`src/rtl/lwe_pkg.sv`:
```
// Shared definitions for the LWE encryption datapath.
//   - Default parameter set (p=64, q=1024, n=1, m=30).
//   - sum_width(): width of an untruncated sum of n entries of w bits each.
package lwe_pkg;

    localparam int PLAINTEXT_MODULUS  = 64;
    localparam int PLAINTEXT_WIDTH    = 6;
    localparam int CIPHERTEXT_MODULUS = 1024;  // must equal 2**CIPHERTEXT_WIDTH
    localparam int CIPHERTEXT_WIDTH   = 10;
    localparam int DIMENSION          = 1;
    localparam int BIG_N              = 30;

    function automatic int sum_width(input int w, input int n);
        return w + $clog2(n);
    endfunction

    // Width a non-truncating adder tree would need; the datapath truncates
    // at every adder instead, since only the low bits survive mod q.
    localparam int SUM_WIDTH = sum_width(CIPHERTEXT_WIDTH, BIG_N);

endpackage

```
`src/rtl/lwe_masked_sum.sv`:
```
// Combinational masked sum of public-key entries.
//   entries  in   W x N  unpacked key row, entry i = sample i
//   select   in   N      bit i=1 includes entries[i]
//   sum      out  W      sum of selected entries, mod 2**W
// Each entry is ANDed with its select bit, then reduced by a balanced
// binary adder tree. Leaves are padded with zeros up to a power of two.
module lwe_masked_sum
    import lwe_pkg::*;
#(
    parameter int W = CIPHERTEXT_WIDTH,
    parameter int N = BIG_N
) (
    input  logic [W-1:0] entries [N-1:0],
    input  logic [N-1:0] select,
    output logic [W-1:0] sum
);

    localparam int LEVELS = $clog2(N);
    localparam int LEAVES = 1 << LEVELS;

    // Level 0 holds the masked leaves; level lv holds LEAVES>>lv partial sums.
    // Each adder keeps only W bits: the carries it drops never reach the
    // low W bits of the final result.
    for (genvar lv = 0; lv <= LEVELS; lv++) begin : g_lvl
        localparam int COUNT = LEAVES >> lv;
        logic [W-1:0] val [COUNT];
        for (genvar j = 0; j < COUNT; j++) begin : g_node
            if (lv == 0) begin : g_leaf
                if (j < N) begin : g_used
                    assign val[j] = entries[j] & {W{select[j]}};
                end else begin : g_pad
                    assign val[j] = '0;
                end
            end else begin : g_add
                assign val[j] = g_lvl[lv-1].val[2*j] + g_lvl[lv-1].val[2*j+1];
            end
        end
    end

    assign sum = g_lvl[LEVELS].val[0];

endmodule

```
`src/rtl/lwe_encrypt_row.sv`:
```
// One ciphertext element of an LWE (Regev-style) encryption per clock.
//   clk                  in   system clock, rising edge
//   rst_n                in   synchronous active-low reset
//   plaintext_and_noise  in   pre-encoded message term, added on row 0 only
//   publickey_row        in   unpacked key row [BIG_N-1:0], entry i = sample i
//   noise_select         in   bit i=1 includes publickey_row[i]
//   row                  in   ciphertext element index (0 carries the message)
//   ciphertext           out  registered result, 1-cycle latency
// The datapath is combinational up to the single output register so that
// latency stays at exactly one cycle.
module lwe_encrypt_row
    import lwe_pkg::*;
#(
    parameter int PLAINTEXT_WIDTH  = lwe_pkg::PLAINTEXT_WIDTH,
    parameter int CIPHERTEXT_WIDTH = lwe_pkg::CIPHERTEXT_WIDTH,
    parameter int DIMENSION        = lwe_pkg::DIMENSION,
    parameter int BIG_N            = lwe_pkg::BIG_N
) (
    input  logic                        clk,
    input  logic                        rst_n,
    input  logic [PLAINTEXT_WIDTH-1:0]  plaintext_and_noise,
    input  logic [CIPHERTEXT_WIDTH-1:0] publickey_row [BIG_N-1:0],
    input  logic [BIG_N-1:0]            noise_select,
    input  logic [DIMENSION:0]          row,
    output logic [CIPHERTEXT_WIDTH-1:0] ciphertext
);

    logic [CIPHERTEXT_WIDTH-1:0] masked_sum;
    logic [CIPHERTEXT_WIDTH-1:0] result;

    lwe_masked_sum #(
        .W (CIPHERTEXT_WIDTH),
        .N (BIG_N)
    ) u_masked_sum (
        .entries (publickey_row),
        .select  (noise_select),
        .sum     (masked_sum)
    );

    // Only row 0 carries the message; every other index, including values
    // above DIMENSION, is the bare sum. The add wraps mod 2**CIPHERTEXT_WIDTH.
    always_comb begin
        result = masked_sum;
        if (row == '0) begin
            result = masked_sum + CIPHERTEXT_WIDTH'(plaintext_and_noise);
        end
    end

    // NOTE: registers use non-blocking assignment so every flop samples the
    // pre-edge values; the reset is synchronous, so rst_n is only seen at clk.
    always_ff @(posedge clk) begin
        if (!rst_n) begin
            ciphertext <= '0;
        end else begin
            ciphertext <= result;
        end
    end

endmodule

```
`config.mk`:
```
export PLATFORM = sky130hd
export DESIGN_NAME = lwe_encrypt_row
export DESIGN_NICKNAME = d
export VERILOG_FILES = /design/src/rtl/lwe_pkg.sv /design/src/rtl/lwe_masked_sum.sv /design/src/rtl/lwe_encrypt_row.sv
export SDC_FILE = /design/constraint.sdc
export NUM_CORES = 1
export LEC_CHECK = 0
export ABC_AREA = 1
export ABC_CLOCK_PERIOD_IN_PS = 8400
export CAP_MARGIN = 20
export CORE_UTILIZATION = 40
export CTS_BUF_LIST = sky130_fd_sc_hd__clkbuf_4
export CTS_CLUSTER_SIZE = 8
export DETAILED_ROUTE_END_ITERATION = 8
export PLACE_DENSITY = 0.72
export SKIP_LAST_GASP = 1
export SLEW_MARGIN = 20
export SYNTH_ARGS = -nofsm -noshare
export SYNTH_HDL_FRONTEND = slang
export SYNTH_SLANG_ARGS = --single-unit
```
`constraint.sdc`:
```
create_clock -name clk -period 8.4 [get_ports clk]
set_input_delay 1.26 -clock clk [delete_from_list [all_inputs] [get_ports clk]]
set_output_delay 1.26 -clock clk [all_outputs]
set_load 0.01 [all_outputs]
```
==> impl_metrics.ini <==
[setup_path]
crit_path_frequent_cell = fa_1
cpPeakStageDelay_ps = 550
worst-path-max-fanout = 5
critPathRequiredTime_ps = 8550
end_kind = register
worst_setup_path_start_kind = input pin
crit_slowest_cell = fa_1
path_class = in -> reg
arrival_ps = 8180

[floorplanning]
design.core.area_sq_mm = 0.0228
die_w_um = 155
start_util_pct = 41.0
die_h_um = 155
die-area_sq_mm = 0.0239
rows = 55
num_io_pins = 350

[final_layout]
reg_top3 = ciphertext x10
syn2layout_area_growth_pct = 43.5
fill_cells = 2095
largest_register = ciphertext
postLayoutCoreUtil_pct = 58.8
largest_reg_flops = 10
num-nets-final = 2241
multi_input_comb_area_sq_mm = 0.00734
seqCellArea_sq_um = 200
post-route-cell-area_sq_mm = 0.0134
diodes = 0
stdcell_count = 1954
drive_above_1_share_pct = 5.00

[global_route]
grtUsageTotal_pct = 25.2
gr-total-overflow = 0
antenna_found_initial = 0
grt_pass1_wl_mm = 46.1
grt_pass1_vias = 9300
grt_max_degree = 11

[worst_hold_path]
hold_depth = 4
hp-class = in -> reg
min-delay-start = plaintext_and_noise[0]
hold-path-endpoint = ciphertext[0]$_SDFF_PN0_

[route]
drt_iter0_markers = 325
dr.pass1.iters = 5
routed_wl_mm = 29.4
via_per_inst = 4.48
drc_errors = 0
drtAntennaViolNets = 0
vias = 8749
wl_per_cell_um = 15.0

[clock_network]
htree_levels = 1
hold_buffers = 0
cts_sinks = 10
clockBufferDepth = 2
cts_tree = yes
root_buffer = clkbuf_4
path_clk_slew_ps = 60
numCtsBuffers = 3

[synthesis]
synth_top_area_share_pct = 48.9
ys_types = 30
ys_seq_elements = 10
yosys_warnings = 0
syn-num-nets = 1873
syn_inst = 1275
syn_avg_cell_area_sq_um = 7.32
yosys.area.top_type = fa_1
syn-cell-area_sq_mm = 0.00933
synth_area_leaders = fa_1 49%, nand2_1 18%, inv_1 16%
synth_seq_area_share_pct = 2.15

[placement]
routabilityCongestion = 0.912
placed_area_sq_mm = 0.0133
port_buffers = 349
numPlacedInstances = 1951
dpl.hpwl_mm = 27.5

[timing]
final_max_slew_viol_count = 0
tightest_slew_ps = 579
relSlewSlack_pct = 61.2
fin_crit_sh_pct = 95.6
setup_viol = 0
finalHoldViolCount = 0
fin_crit_ps = 8030
hold_ws_ps = 1770
grt_setup_unrepaired = false
max_freq_mhz = 124

[run_status]
status = finished, final reports clean

[flow_run]
drv_cap = 0
cell usage after synthesis:
master and number:
a21o_1 1, a21oi_1 12, a21oi_2 2, a31oi_1 2, buf_2 4, buf_4 19, buf_6 7, clkinv_1 2
dfxtp_1 10, fa_1 228, ha_1 30, inv_1 406, inv_2 10, nand2_1 442, nand2_2 10, nand2_4 2
nand3_1 34, nand3_2 4, nand3b_1 7, nand4_1 6, nor2_1 9, nor2_2 2, nor3_1 3, o211ai_1 1
o21a_1 1, o21ai_0 7, or2_1 1, xnor2_1 5, xnor2_2 1, xor2_1 7
cell usage in the layout (no fill, tap or decap), drive strengths merged:
master,netlist,layout
ha,30,30
xor2,7,7
nand3b,7,7
a21oi,14,14
xnor2,6,6
a21o,1,1
o21ai,7,7
clkdlybuf4s50,0,332
nor2,11,11
clkinv,2,2
nand4,6,6
nor3,3,3
buf,30,44
clkbuf,0,3
dlymetal6s2s,0,17
fa,228,228
nand3,38,38
dfxtp,10,10
o21a,1,1
o211ai,1,1
inv,416,416
nand2,454,454
a31oi,2,2
or2,1,1
worst max-delay path by stage:
stage | start | depth (start not counted) | end
after detailed placement | noise_select[16] | 30 | ciphertext[9]$_SDFF_PN0_
after global routing | noise_select[12] | 33 | ciphertext[9]$_SDFF_PN0_
after CTS | noise_select[16] | 30 | ciphertext[9]$_SDFF_PN0_
after floorplan | noise_select[3] | 30 | ciphertext[9]$_SDFF_PN0_
after global placement | noise_select[16] | 30 | ciphertext[9]$_SDFF_PN0_
final | noise_select[12] | 31 | ciphertext[9]$_SDFF_PN0_
stage by stage:
stage | worst slack (ps) | setup TNS [ps]
after floorplan | 634 | 0
after global placement | -42.8 | -42.8
after detailed placement | -171 | -229
after CTS | 87.0 | 0
after global routing | 4.90 | 0
final | 367 | 0
final cells by class:
| class | instances | share of cell area, % |
|---|---|---|
| clock buffers | 3 | 0.168 |
| flip-flops and latches | 10 | 1.49 |
| repair buffers | 393 | 28.9 |
| inverters | 418 | 11.7 |
| well taps | 313 | 2.92 |
| multi-input cells | 817 | 54.8 |
cell families after synthesis:
group	Yosys count	synth area share, %
xor gates and xnor gates	13	1.30
buffers and inverters	448	19.4
AOI/OAI and AO/OA	26	1.58
DFF	10	2.15
and+or+nand+nor	520	22.6
adders and majority gates	258	52.9
layer usage:
metal  track usage [%]  part of all wire (%)  wire [um]  vias up
li1                  -                     -          -     4238
met1              33.4                    42      12500     4222
met5                 0                     0          0        -
met3              1.63                   5.1       1510       26
met2              46.2                    51      15000      263
met4              3.87                   1.5        446        0
timing repair:
action,in CTS,in global routing
setup buffers,0,0
resized for setup,0,21
endpoints found under the setup margin,0,4
critical path: cells and delay by family:
family                     cells  cell delay (ps)
buffers and inverters          9              960
and+or+nand+nor                8              690
AOI/OAI and AO/OA              2              320
adders and majority gates     11             4800
xor gates and xnor gates       1              160
Power is not shown: default switching activity piles up to over one toggle a cycle in this logic, so the estimate is an artifact.
